**src/rtl/dc_motor_pkg.sv**
```systemverilog
// Shared types and register map for the DC motor H-bridge PWM driver.
package dc_motor_pkg;

  typedef enum logic [1:0] {
    ST_IDLE  = 2'd0,
    ST_RUN   = 2'd1,
    ST_BRAKE = 2'd2,
    ST_DEAD  = 2'd3
  } state_t;

  localparam logic [3:0] REG_CTRL   = 4'd0;
  localparam logic [3:0] REG_PERIOD = 4'd1;
  localparam logic [3:0] REG_DUTY   = 4'd2;
  localparam logic [3:0] REG_STEP   = 4'd3;
  localparam logic [3:0] REG_STATUS = 4'd4;

  localparam int CTRL_EN  = 0;
  localparam int CTRL_DIR = 1;

  function automatic logic [31:0] wb_merge(input logic [31:0] old,
                                           input logic [31:0] wdat,
                                           input logic [3:0]  sel);
    logic [31:0] res;
    res = old;
    for (int b = 0; b < 4; b++)
      if (sel[b]) res[8*b +: 8] = wdat[8*b +: 8];
    return res;
  endfunction

endpackage

```
**src/rtl/dc_motor_pwm_core.sv**
```systemverilog
// PWM counter with period shadow register and registered compare output.
module dc_motor_pwm_core #(
  parameter int CNT_W      = 16,
  parameter int DEF_PERIOD = 999
) (
  input  logic             i_clk,
  input  logic             i_rst,
  input  logic             i_hold,
  input  logic             i_pwm_en,
  input  logic [CNT_W-1:0] i_period,
  input  logic [CNT_W-1:0] i_duty,
  output logic             o_pwm,
  output logic             o_boundary
);

  logic [CNT_W-1:0] cnt_q, per_act_q;

  // Held counter never wraps, so no boundary (and no shadow load) while idle.
  assign o_boundary = ~i_hold & (cnt_q == per_act_q);

  always_ff @(posedge i_clk) begin
    if (i_rst) begin
      cnt_q     <= '0;
      per_act_q <= CNT_W'(DEF_PERIOD);
      o_pwm     <= 1'b0;
    end else begin
      o_pwm <= i_pwm_en & (cnt_q < i_duty);
      if (i_hold) begin
        cnt_q <= '0;
      end else if (o_boundary) begin
        cnt_q     <= '0;
        per_act_q <= i_period;
      end else begin
        cnt_q <= cnt_q + CNT_W'(1);
      end
    end
  end

endmodule

```
**src/rtl/dc_motor_hbridge_pwm.sv**
```systemverilog
// Wishbone-mapped PWM/direction driver: registers, soft ramp, and the
// brake -> dead-time -> reverse sequencing FSM for the H-bridge PMOD.
module dc_motor_hbridge_pwm
  import dc_motor_pkg::*;
#(
  parameter int CNT_W      = 16,
  parameter int DEF_PERIOD = 999,
  parameter int DEAD_CYC   = 1000
) (
  input  logic        i_clk,
  input  logic        i_rst,
  input  logic [5:0]  i_wb_adr,
  input  logic [31:0] i_wb_dat,
  input  logic [3:0]  i_wb_sel,
  input  logic        i_wb_we,
  input  logic        i_wb_cyc,
  input  logic        i_wb_stb,
  output logic [31:0] o_wb_dat,
  output logic        o_wb_ack,
  output logic        o_pwm,
  output logic        o_dir
);

  localparam int DEAD_W = (DEAD_CYC > 1) ? $clog2(DEAD_CYC) : 1;

  state_t           state_q, state_nxt;
  logic             en_q, dir_req_q, dir_act_q;
  logic [CNT_W-1:0] period_q, duty_q, step_q, cur_duty_q, cur_duty_nxt;
  logic [CNT_W-1:0] goal, ramp;
  logic [CNT_W:0]   up_sum, dn_gap;
  logic [DEAD_W-1:0] dead_q;
  logic             wb_req, boundary, hold, pwm_en;
  logic [31:0]      rd_data, ctrl_old, ctrl_w, per_w, duty_w, step_w;
  logic             unused_bits;

  assign wb_req = i_wb_cyc & i_wb_stb & ~o_wb_ack;
  assign o_dir  = dir_act_q;

  always_comb begin
    ctrl_old = '0;
    ctrl_old[CTRL_EN]  = en_q;
    ctrl_old[CTRL_DIR] = dir_req_q;
  end

  assign ctrl_w = wb_merge(ctrl_old, i_wb_dat, i_wb_sel);
  assign per_w  = wb_merge({{(32-CNT_W){1'b0}}, period_q}, i_wb_dat, i_wb_sel);
  assign duty_w = wb_merge({{(32-CNT_W){1'b0}}, duty_q},   i_wb_dat, i_wb_sel);
  assign step_w = wb_merge({{(32-CNT_W){1'b0}}, step_q},   i_wb_dat, i_wb_sel);
  assign unused_bits = ^{i_wb_adr[1:0], ctrl_w[31:2], per_w[31:CNT_W],
                         duty_w[31:CNT_W], step_w[31:CNT_W]};

  always_comb begin
    rd_data = '0;
    case (i_wb_adr[5:2])
      REG_CTRL:   rd_data = ctrl_old;
      REG_PERIOD: rd_data[CNT_W-1:0] = period_q;
      REG_DUTY:   rd_data[CNT_W-1:0] = duty_q;
      REG_STEP:   rd_data[CNT_W-1:0] = step_q;
      REG_STATUS: begin
        rd_data[0]            = (state_q == ST_RUN);
        rd_data[1]            = dir_act_q;
        rd_data[3:2]          = state_q;
        rd_data[16 +: CNT_W]  = cur_duty_q;
      end
      default: ;
    endcase
  end

  always_comb begin
    state_nxt = state_q;
    case (state_q)
      ST_IDLE:  if (en_q) state_nxt = ST_RUN;
      ST_RUN:   if (!en_q || (dir_req_q != dir_act_q)) state_nxt = ST_BRAKE;
      ST_BRAKE: if (cur_duty_q == '0) state_nxt = ST_DEAD;
      ST_DEAD:  if (dead_q == '0) state_nxt = en_q ? ST_RUN : ST_IDLE;
      default:  state_nxt = ST_IDLE;
    endcase
  end

  // Sums/differences carry an extra bit so a large STEP saturates at the goal.
  always_comb begin
    goal   = (state_q == ST_RUN) ? duty_q : '0;
    up_sum = {1'b0, cur_duty_q} + {1'b0, step_q};
    dn_gap = {1'b0, cur_duty_q} - {1'b0, goal};
    if (step_q == '0)
      ramp = goal;
    else if (cur_duty_q < goal)
      ramp = (up_sum >= {1'b0, goal}) ? goal : up_sum[CNT_W-1:0];
    else
      ramp = (dn_gap <= {1'b0, step_q}) ? goal : cur_duty_q - step_q;
    cur_duty_nxt = cur_duty_q;
    if (state_q == ST_IDLE)
      cur_duty_nxt = '0;
    else if (boundary && (state_q == ST_RUN || state_q == ST_BRAKE))
      cur_duty_nxt = ramp;
  end

  // Counter also clears on the DEAD->IDLE edge so a re-enable starts at 0.
  assign hold   = (state_q == ST_IDLE) || (state_nxt == ST_IDLE);
  assign pwm_en = (state_q == ST_RUN) || (state_q == ST_BRAKE);

  dc_motor_pwm_core #(.CNT_W(CNT_W), .DEF_PERIOD(DEF_PERIOD)) u_core (
    .i_clk      (i_clk),
    .i_rst      (i_rst),
    .i_hold     (hold),
    .i_pwm_en   (pwm_en),
    .i_period   (period_q),
    .i_duty     (cur_duty_q),
    .o_pwm      (o_pwm),
    .o_boundary (boundary)
  );

  always_ff @(posedge i_clk) begin
    if (i_rst) begin
      state_q    <= ST_IDLE;
      en_q       <= 1'b0;
      dir_req_q  <= 1'b0;
      dir_act_q  <= 1'b0;
      period_q   <= CNT_W'(DEF_PERIOD);
      duty_q     <= '0;
      step_q     <= '0;
      cur_duty_q <= '0;
      dead_q     <= '0;
      o_wb_ack   <= 1'b0;
      o_wb_dat   <= '0;
    end else begin
      state_q    <= state_nxt;
      cur_duty_q <= cur_duty_nxt;
      if (state_q == ST_BRAKE && state_nxt == ST_DEAD)
        dead_q <= DEAD_W'(DEAD_CYC - 1);
      else if (state_q == ST_DEAD && dead_q != '0)
        dead_q <= dead_q - DEAD_W'(1);
      if (state_nxt == ST_RUN && state_q != ST_RUN)
        dir_act_q <= dir_req_q;
      o_wb_ack <= wb_req;
      if (wb_req) begin
        o_wb_dat <= rd_data;
        if (i_wb_we) begin
          case (i_wb_adr[5:2])
            REG_CTRL: begin
              en_q      <= ctrl_w[CTRL_EN];
              dir_req_q <= ctrl_w[CTRL_DIR];
            end
            REG_PERIOD: period_q <= per_w[CNT_W-1:0];
            REG_DUTY:   duty_q   <= duty_w[CNT_W-1:0];
            REG_STEP:   step_q   <= step_w[CNT_W-1:0];
            default: ;
          endcase
        end
      end
    end
  end

endmodule

```
**config.mk**
```make
export PLATFORM = sky130hd
export DESIGN_NAME = dc_motor_hbridge_pwm
export DESIGN_NICKNAME = d
export VERILOG_FILES = /design/src/rtl/dc_motor_pkg.sv /design/src/rtl/dc_motor_pwm_core.sv /design/src/rtl/dc_motor_hbridge_pwm.sv
export SDC_FILE = /design/constraint.sdc
export NUM_CORES = 1
export LEC_CHECK = 0
export BUFFER_PORTS_ARGS = -buffer_cell sky130_fd_sc_hd__buf_2
export CELL_PAD_IN_SITES_DETAIL_PLACEMENT = 1
export CELL_PAD_IN_SITES_GLOBAL_PLACEMENT = 2
export CORE_MARGIN = 5
export CORE_UTILIZATION = 33
export DETAILED_ROUTE_END_ITERATION = 10
export PLACE_DENSITY = 0.8
export RECOVER_POWER = 25
export SLEW_MARGIN = 15
export SYNTH_ARGS = -nofsm -noshare
export SYNTH_HDL_FRONTEND = slang
export SYNTH_HIERARCHICAL = 1
export SYNTH_SLANG_ARGS = --single-unit
```
**constraint.sdc**
```tcl
create_clock -name i_clk -period 5.2 [get_ports i_clk]
set_input_delay 0.78 -clock i_clk [delete_from_list [all_inputs] [get_ports i_clk]]
set_output_delay 0.78 -clock i_clk [all_outputs]
set_load 0.03 [all_outputs]
```
==> results.toml, run 1 <==
[sta]
final-max-slew-violation-count = 101
hold_viol_final = 0
tightest_slew_ns = 3.106
fmax_ghz = 0.2047
relSlewSlack = -1.070
skew_ns = 0.009237
setup_viol = 0
timing.hold.ws_ns = 0.4891
period_minus_slack_ns = 4.886
min_period_over_period = 0.9396

[synth]
dominantRegCellSynth = "dfxtp_1"
synth_cells = 1222
async_flop_share = 0
ys_ff_latch = 145
ys_types = 75
synth_edf_count = 0
syn-num-nets = 1372
yosys_warnings = 6
synth_seq_area_share = 0.2873
syn-cell-area_um2 = 10100
syn_avg_cell_area_um2 = 8.269

[setup_path]
r2r-start = "state_q[1]$_SDFF_PP0_"
reg2reg_to = "cur_duty_q[14]$_SDFFE_PP0P_"
worstPathArrival_ns = 5.24
crit_type = "reg -> reg"
worstSetupStartpoint = "state_q[1]$_SDFF_PP0_"
cp.required_ns = 5.55
cp_max_fo = 27
cp-end-kind = "register"
reg2reg_slack_ns = 0.31
reg2reg_depth = 25
start_kind = "register"

[min_path]
hold_class = "reg -> reg"
min_from = "o_wb_dat[12]$_SDFFE_PP0P_"
hold_path_end = "o_wb_dat[12]$_SDFFE_PP0P_"
min_path_cells = 2

[pwr]
combinationalPowerShare = 0.038
ir_drop_uv = 222.9
swShare = 0.2207
pwr-share-clk = 0.522
power_switching_w = 0.0005580
power_density_nw_per_um2 = 217.0
p_leak_nw = 4.531
pwr-share-seq = 0.441
internal_power_w = 0.001971

[cts]
post_cts_buffers = 0
cts_buffers = 17
clkTransAtPathRegs_ns = 0.06
ctsHtreeMaxLevel = 4
clk_path_buf_depth = 2
ctsHoldBuffers = 0
cts_tree = "built"
post_cts_resized = 0
clockRootBuffer = "clkbuf_16"
clock_latency_ns = 0.43
clock-sinks = 145

[cells_and_area]
final_nets = 1438
areaGrowthSynthToFinish_pct = 15.29
multi_input_area_um2 = 6740
fin_area_um2 = 11650
layout_common_cells = "nor2_1, dfxtp_1, ha_1, mux2i_1, a21oi_1"
n_fill_cell = 3700
antennaDiodeCount = 0
drive_gt1_frac = 0.1099
regArea_um2 = 2903
final_common_cell = "nor2_1"

[global_routing]
track_usage = 0.1970
grt_pass1_vias = 9408
antenna_found_initial = 1
grt_pass1_wl_um = 52880
grt.overflow.total = 0
grt_max_degree = 75

[route]
drc = 0
drt-initial-drc-count = 532
drt_first_pass_iters = 5
routed_wl_um = 33860
wire_per_inst_um = 19.95
vias = 9149
viasPerCell = 5.391
antenna_left = 0

[floorplanning]
core_area_um2 = 30430
chipWidth_um = 185.0
io_pins = 82
die_h_um = 185.0
die-area_um2 = 34220
row_count = 64
start_util = 0.3321

[placed_design]
placed_area_um2 = 11010
gp_congestion = 0.8856
io_buffers = 61
hpwl_um = 26460

[outcome]
status = "finished, violations left"
violations = "max-capacitance violations, max-slew violations"

[job]
max_cap_viol_count = 2
==> layer usage <==
| metal | wire [um] | part of all wire | global-route usage | vias to the layer above |
|---|---|---|---|---|
| met4 | 510 | 0.015 | 0.04257 | 2 |
| li1 | - | - | - | 4483 |
| met5 | 18 | 0.00053 | 0 | - |
| met3 | 1023 | 0.030 | 0.02769 | 35 |
| met2 | 15860 | 0.47 | 0.3260 | 149 |
| met1 | 16450 | 0.49 | 0.2742 | 4480 |
==> registers in the layout, indices dropped and copies added, names as in the netlist, 2 cells and up <==
name              cells
u_core/per_act_q     16
cur_duty_q           16
dead_q               10
state_q               2
duty_q               16
o_wb_dat             32
period_q             16
u_core/cnt_q         16
step_q               16
==> stage by stage <==
stage	instances	TNS, ns	utilization	worst slack [ns]	total power (W)
floorplan	1222	0	-	0.09500	0.001195
global placement	1665	0	0.3617	0.2110	0.001233
detailed placement	1665	0	0.3617	0.1583	0.001233
CTS	1697	0	0.3825	0.09189	0.002551
global route	1697	-0.03194	0.3829	-0.02274	0.002613
finish	1697	0	0.3829	0.3141	0.002529
==> worst max path at each step <==
stage	to	slack [ns]	depth (start not counted)
2_1_floorplan	cur_duty_q[11]$_SDFFE_PP0P_	0.1	24
3_3_place_gp	cur_duty_q[2]$_SDFFE_PP0P_	0.21	22
3_5_place_dp	cur_duty_q[0]$_SDFFE_PP0P_	0.16	23
4_1_cts	cur_duty_q[14]$_SDFFE_PP0P_	0.09	24
5_1_grt	cur_duty_q[11]$_SDFFE_PP0P_	-0.02	24
6_report	cur_duty_q[14]$_SDFFE_PP0P_	0.31	25
==> worst max-delay path, stage by stage, from the launching register on <==
cell and delay [ns]:
dfxtp_1 0.31, inv_1 0.08, ha_2 0.21, buf_12 0.18, and2_1 0.18, inv_1 0.11
ha_1 0.35, o21a_1 0.13, o31a_1 0.14, a211oi_2 0.33, nor2_1 0.12, a211o_1 0.32
a21o_1 0.16, a21oi_1 0.18, xnor2_1 0.18, ha_1 0.29, and3_1 0.19, nand4_1 0.09
o22a_1 0.17, o31ai_2 0.08, nand2_1 0.08, buf_6 0.16, nand2b_1 0.12, buf_4 0.16
or3_1 0.34, a31oi_1 0.16
==> power groups by stage <==
stage	Combinational [W]	Clock [W]	Sequential, W
final	0.0000951	0.00132	0.00111
after floorplan	0.0000551	0	0.00114
after global routing	0.000104	0.00140	0.00111
after detailed placement	0.0000948	0	0.00114
after global placement	0.0000941	0	0.00114
after CTS	0.0000950	0.00134	0.00111
==> cell families (layout without fill, tap and decap cells) <==
family,count (synthesis),in the layout,synth area share
AND/OR/NAND/NOR,425,425,0.2073
AO/OA/AOI/OAI,268,268,0.1782
flip-flops,145,145,0.2873
buffers and inverters,129,208,0.05250
adder cells (fa/ha/maj),103,103,0.1298
multiplexers,83,83,0.08519
XOR/XNOR,69,69,0.05981
==> synthesized netlist by cell type (all sizes together) (19+ instances only) <==
library cell,n,area share
a21o,22,0.016
mux2i,77,0.076
nor3,27,0.015
nand2b,29,0.018
a21oi,81,0.041
a22oi,23,0.017
nor2b,19,0.012
nand3,30,0.015
nand2,55,0.020
inv,71,0.026
dfxtp,145,0.29
o21ai,49,0.026
xor2,38,0.033
ha,100,0.12
nor2,176,0.067
xnor2,31,0.027
nor4,31,0.021
clkbuf,42,0.016
==> area by class of cell <==
cell class                      instances  area share
Clock buffer                           23     0.04360
Clock inverter                          9     0.01085
Inverter                               71     0.02288
Multi-Input combinational cell        948      0.5786
Sequential cell                       145      0.2492
Tap cell                              396     0.04253
Timing Repair Buffer                  105     0.05241
Note: power is estimated with default switching activity, not from simulation.
==> run 2: changes to the inputs <==
--- a/config.mk
+++ b/config.mk
@@ -5,14 +5,15 @@
 export SDC_FILE = /design/constraint.sdc
 export NUM_CORES = 1
 export LEC_CHECK = 0
+export ABC_AREA = 1
 export BUFFER_PORTS_ARGS = -buffer_cell sky130_fd_sc_hd__buf_2
 export CELL_PAD_IN_SITES_DETAIL_PLACEMENT = 1
 export CELL_PAD_IN_SITES_GLOBAL_PLACEMENT = 2
 export CORE_MARGIN = 5
-export CORE_UTILIZATION = 33
+export CORE_UTILIZATION = 31
 export DETAILED_ROUTE_END_ITERATION = 10
-export PLACE_DENSITY = 0.8
-export RECOVER_POWER = 25
+export PLACE_DENSITY = 0.81
+export RECOVER_POWER = 50
 export SLEW_MARGIN = 15
 export SYNTH_ARGS = -nofsm -noshare
 export SYNTH_HDL_FRONTEND = slang
==> run 2 against run 1 <==
Net effect: the flow now finishes without violations; utilization decreased by 3.1 points; highest routed layer is now met4; via count increased by 15%; final area increased by 1.5%; hold slack got worse by 0.026 ns; clock power decreased by 5%; global-route usage increased by 0.18 points.
==> results.toml, run 2 <==
[outcome]
status = "finished clean"

[synth]
ys_ff_latch = 145
synthTopCellsByCount = "nand2_1, inv_1, dfxtp_1"
synth_adder_area_share = 0.1238
synth-simple-area-share = 0.2686
synth_top_area_frac = 0.2742
synth_top_family_by_area = "simple AND/OR/NAND/NOR gates"
synthMuxAreaShare = 0
synth_area_leaders = "dfxtp_1, nand2_1, ha_1, inv_1, a21oi_1"
ys_types = 50
syn-num-nets = 1725
dominantRegCellSynth = "dfxtp_1"
synth-xor-area-share = 0.04715
synth_seq_area_share = 0.2742
yosysMostFrequentCell = "nand2_1"
yosys.area.top_type = "dfxtp_1"
synth_compound_area_frac = 0.1773
syn-cell-area_um2 = 10590
synth_cells = 1575
async_flop_share = 0
synth_edf_count = 0
syn_avg_cell_area_um2 = 6.722
yosys_warnings = 6

[cts]
ctsHoldBuffers = 0
cts_buffers = 17
post_cts_resized = 0
clkTransAtPathRegs_ns = 0.06
ctsHtreeMaxLevel = 4
clockRootBuffer = "clkbuf_16"
clock-sinks = 145
cts_tree = "built"
clock_latency_ns = 0.44
post_cts_buffers = 0
clk_path_buf_depth = 2

[global_routing]
grt_pass1_vias = 10854
track_usage = 0.1988
grt.overflow.total = 0
grt_pass1_wl_um = 60230
antenna_found_initial = 0
grt_max_degree = 57

[cells_and_area]
top_register = "o_wb_dat"
regArea_um2 = 2903
areaGrowthSynthToFinish_pct = 11.69
final_nets = 1766
layout.cells.non_filler = 2077
antennaDiodeCount = 0
layout_common_cells = "nand2_1, inv_1, dfxtp_1, nor2_1, a21oi_1"
final_common_cell = "nand2_1"
n_fill_cell = 4328
fin_area_um2 = 11830
multi_input_area_um2 = 6546
drive_gt1_frac = 0.06323
largest_register_ffs = 32

[setup_path]
cp-end-kind = "register"
cp_max_fo = 25
slowest_stage = "fa_1"
reg2reg_slack_ns = 0.49
crit_type = "reg -> reg"
cp.required_ns = 5.53
cp_common_cell = "nand2_1"
worstPathArrival_ns = 5.04
worst_path_dominant_cell_family = "adder cells"
slowest_delay_ns = 0.41
critPathBufInv = 4
start_kind = "register"

[sta]
setup_viol = 0
final-max-slew-violation-count = 0
skew_ns = 0.01320
min_period_over_period = 0.9053
setup_tns_ns = 0
relSlewSlack = 0.1429
tightest_slew_ns = 1.286
fin_ws_ns = 0.4924
hold_viol_final = 0
fmax_ghz = 0.2124
rsz0062_at_grt = "false"
period_minus_slack_ns = 4.708

[route]
drt_first_pass_iters = 5
vias = 10534
drt-initial-drc-count = 483
antenna_left = 0
viasPerCell = 5.072
wire_per_inst_um = 18.18
drc = 0
routed_wl_um = 37760

[pwr]
combinationalPowerShare = 0.116
pwr-share-seq = 0.420
pwr-share-clk = 0.464
power_density_nw_per_um2 = 228.1
ir_drop_uv = 229.8
power_switching_w = 0.0007790
internal_power_w = 0.001918
p_leak_nw = 5.491
swShare = 0.2888

[placed_design]
placed_area_um2 = 11300
io_buffers = 61
pre_cts_ws_ns = 0.3285
dp.cells = 2045
gp_congestion = 0.8937
hpwl_um = 29520

[floorplanning]
io_pins = 82
die_h_um = 194.8
die-area_um2 = 37950
chipWidth_um = 194.8
start_util = 0.3150
row_count = 67
core_area_um2 = 33620

[min_path]
hold_class = "reg -> reg"

[job]
max_cap_viol_count = 0
-- run 2: cell types whose count changed after synthesis, sizes merged, moves of 32 or more --
cell   change
o21ai     +62
nand4     +32
inv      +158
nand2    +290
a21oi     +49
mux2i     -77
nand3     +50
-- run 2: kinds of logic after synthesis --
logic type,after synthesis
AND/OR/NAND/NOR,656
AO/OA/AOI/OAI,327
buffers and inverters,287
flip-flops,145
adder cells (fa/ha/maj),103
XOR/XNOR,57
-- run 2: final timing paths --
check | start | to | cells after the start
worst max-delay path | state_q[1]$_SDFF_PP0_ | cur_duty_q[3]$_SDFFE_PP0P_ | 27
worst max register to register | state_q[1]$_SDFF_PP0_ | cur_duty_q[3]$_SDFFE_PP0P_ | 27
worst min-delay path | o_wb_dat[2]$_SDFFE_PP0P_ | o_wb_dat[2]$_SDFFE_PP0P_ | 2
worst min register to register | o_wb_dat[2]$_SDFFE_PP0P_ | o_wb_dat[2]$_SDFFE_PP0P_ | 2
-- run 2: final cells by class --
class                   instances  area share
clock inverters                12     0.01143
inverters                     231     0.07333
well taps                     448     0.04740
flip-flops and latches        145      0.2455
repair buffers                 78     0.03185
clock buffers                  20     0.03693
multi-input cells            1143      0.5536
-- run 2: power by group through the flow --
stage	Sequential (W)	Combinational (W)	Clock, W
after floorplan	0.00116	0.000193	0
after global placement	0.00115	0.000304	0
after detailed placement	0.00115	0.000310	0
after CTS	0.00113	0.000311	0.00129
after global routing	0.00113	0.000346	0.00133
final	0.00113	0.000313	0.00125
-- run 2: per-stage QoR --
| step | utilization | hold slack, ns | power [W] |
|---|---|---|---|
| after floorplan | - | 0.4289 | 0.001350 |
| after global placement | 0.3362 | 0.4514 | 0.001459 |
| after detailed placement | 0.3362 | 0.4568 | 0.001465 |
| after CTS | 0.3532 | 0.4666 | 0.002727 |
| after global routing | 0.3518 | 0.4933 | 0.002805 |
| final | 0.3518 | 0.4635 | 0.002697 |
-- run 2: worst min-delay path, stage by stage, from the launching register on --
cell and delay (ns):
dfxtp_1 0.31, nand2_1 0.06, a21oi_1 0.05
-- run 2: per-layer routing --
layer / wire, um / part of all wire / GRT usage / vias to the layer above
met5: 0 / 0 / 0 / -
li1: - / - / - / 5292
met3: 870 / 0.023 / 0.02666 / 24
met1: 18770 / 0.50 / 0.2720 / 5090
met4: 634 / 0.017 / 0.04913 / 0
met2: 17490 / 0.46 / 0.3327 / 128
==> run 3: changes to the inputs <==
--- a/config.mk
+++ b/config.mk
@@ -9,6 +9,7 @@
 export BUFFER_PORTS_ARGS = -buffer_cell sky130_fd_sc_hd__buf_2
 export CELL_PAD_IN_SITES_DETAIL_PLACEMENT = 1
 export CELL_PAD_IN_SITES_GLOBAL_PLACEMENT = 2
+export CORE_ASPECT_RATIO = 1.25
 export CORE_MARGIN = 5
 export CORE_UTILIZATION = 31
 export DETAILED_ROUTE_END_ITERATION = 10
==> constraint.sdc (replaced) <==
create_clock -name i_clk -period 5.2 [get_ports i_clk]
set_input_delay 0.78 -clock i_clk [delete_from_list [all_inputs] [get_ports i_clk]]
set_output_delay 0.78 -clock i_clk [all_outputs]
set_load 0.005 [all_outputs]
==> run 3 against run 2 <==
Net effect: clock-buffer cell count unchanged; highest routed layer unchanged; combinational power about the same; largest cell class unchanged; critical endpoint is now cur_duty_q[9]$_SDFFE_PP0P_; first-iteration DRC count is 13% lower; register-to-register slack lost 0.08 ns.
==> results.toml, run 3 (synthesis gave the netlist of run 2 again) <==
[outcome]
status = "finished clean"

[setup_path]
reg2reg_depth = 27
start_kind = "register"
cp-end-kind = "register"
cp.required_ns = 5.53
cp_max_fo = 11
worstPathArrival_ns = 5.12
reg2reg_to = "cur_duty_q[9]$_SDFFE_PP0P_"
r2r-start = "state_q[1]$_SDFF_PP0_"
reg2reg_slack_ns = 0.41
crit_type = "reg -> reg"

[cts]
clkTransAtPathRegs_ns = 0.07
clockRootBuffer = "clkbuf_16"
post_cts_buffers = 0
ctsHoldBuffers = 0
clock_latency_ns = 0.45
clk_path_buf_depth = 2
ctsHtreeMaxLevel = 4
post_cts_resized = 0
cts_buffers = 17
cts_tree = "built"
clock-sinks = 145

[floorplanning]
die_h_um = 216.6
core_area_um2 = 33690
io_pins = 82
die-area_um2 = 37970
row_count = 75
start_util = 0.3143
chipWidth_um = 175.3

[pwr]
pwr-share-seq = 0.411
ir_drop_uv = 212.2
power_w = 0.002746
power_switching_w = 0.0007574
combinationalPowerShare = 0.114
internal_power_w = 0.001989
swShare = 0.2758
power_density_nw_per_um2 = 231.0
pwr-share-clk = 0.474
p_leak_nw = 5.618

[sta]
timing.hold.ws_ns = 0.4626
min_period_over_period = 0.9210
tightest_slew_ns = 1.311
final-max-slew-violation-count = 0
fmax_ghz = 0.2088
relSlewSlack = 0.1258
setup_tns_ns = 0
rsz0062_at_grt = "false"
hold_viol_final = 0
skew_ns = 0.01115
setup_viol = 0
fin_ws_ns = 0.4109
period_minus_slack_ns = 4.789

[route]
antenna_left = 0
wire_per_inst_um = 18.74
routed_wl_um = 38560
vias = 10555
viasPerCell = 5.129
drt-initial-drc-count = 421
drt_first_pass_iters = 5
drc = 0

[min_path]
hold_path_end = "u_core/per_act_q[0]$_SDFFE_PP1P_"
min_path_cells = 2
min_from = "u_core/per_act_q[0]$_SDFFE_PP1P_"
hold_class = "reg -> reg"

[global_routing]
grt_max_degree = 57
grt_pass1_wl_um = 60870
grt.overflow.total = 0
track_usage = 0.2029
antenna_found_initial = 0
grt_pass1_vias = 11161

[cells_and_area]
final_common_cell = "nand2_1"
largest_register_ffs = 32
antennaDiodeCount = 0
drive_gt1_frac = 0.07706
fin_area_um2 = 11890
layout_common_cells = "nand2_1, inv_1, dfxtp_1, nor2_1, a21oi_1"
final_nets = 1772
areaGrowthSynthToFinish_pct = 12.29
top_register = "o_wb_dat"

[job]
max_cap_viol_count = 0

[placed_design]
pre_cts_ws_ns = 0.3336
placed_area_um2 = 11320
gp_congestion = 0.9354
hpwl_um = 30510
io_buffers = 61
run 3: worst max-delay path by stage:
stage / from / to / slack (ns) / cells past startpoint
3_5_place_dp: state_q[1]$_SDFF_PP0_ / cur_duty_q[9]$_SDFFE_PP0P_ / 0.33 / 27
5_1_grt: state_q[1]$_SDFF_PP0_ / cur_duty_q[9]$_SDFFE_PP0P_ / 0.02 / 29
4_1_cts: state_q[1]$_SDFF_PP0_ / cur_duty_q[9]$_SDFFE_PP0P_ / 0.32 / 27
6_report: state_q[1]$_SDFF_PP0_ / cur_duty_q[9]$_SDFFE_PP0P_ / 0.41 / 27
2_1_floorplan: state_q[1]$_SDFF_PP0_ / cur_duty_q[4]$_SDFFE_PP0P_ / 1.01 / 29
3_3_place_gp: state_q[1]$_SDFF_PP0_ / cur_duty_q[9]$_SDFFE_PP0P_ / 0.43 / 29
run 3: area by class of cell:
cell class / count / area, um2
inverter: 231 / 867.1
clock buffer: 20 / 456.7
tap: 423 / 529.3
clock inverter: 12 / 152.6
fill: 4284 / 21800
sequential: 145 / 2903
timing repair buffer: 84 / 441.7
multi-input combinational: 1143 / 6539
run 3: layer usage:
metal  wire [um]  track usage  vias to the layer above  share of wire
li1            -            -                     5297              -
met3         771      0.02283                       54          0.020
met4        1469      0.08541                        0          0.038
met5           0            0                        -              0
met2       19370       0.3669                      139           0.50
met1       16950       0.2426                     5065           0.44
run 3: power by group through the flow:
stage | Clock (W) | Combinational [W] | Sequential [W]
after floorplan | 0 | 0.000193 | 0.00115
after global placement | 0 | 0.000306 | 0.00115
after detailed placement | 0 | 0.000313 | 0.00115
after CTS | 0.00134 | 0.000316 | 0.00113
after global routing | 0.00138 | 0.000343 | 0.00113
final | 0.00130 | 0.000314 | 0.00113
run 3: per-stage QoR:
step	instances	util
floorplan	1575	-
global placement	2026	0.3360
detailed placement	2026	0.3360
CTS	2058	0.3541
global route	2058	0.3529
finish	2058	0.3529
run 3: critical path: stages (launching register included):
cell	delay, ns
dfxtp_1	0.34
inv_1	0.14
ha_2	0.34
nand2_1	0.15
inv_1	0.16
ha_1	0.20
inv_1	0.09
fa_1	0.40
nand3_1	0.10
nand3_1	0.13
nand2_1	0.09
nand2_1	0.12
a21oi_1	0.22
o21ai_0	0.18
a31oi_1	0.20
xor2_1	0.20
ha_1	0.29
a21oi_1	0.24
nand2_1	0.09
nand2_1	0.06
nand2_1	0.06
nand2_1	0.09
nand2_1	0.10
buf_4	0.19
nand2_1	0.07
o211ai_1	0.08
a21oi_1	0.27
nor2_1	0.08
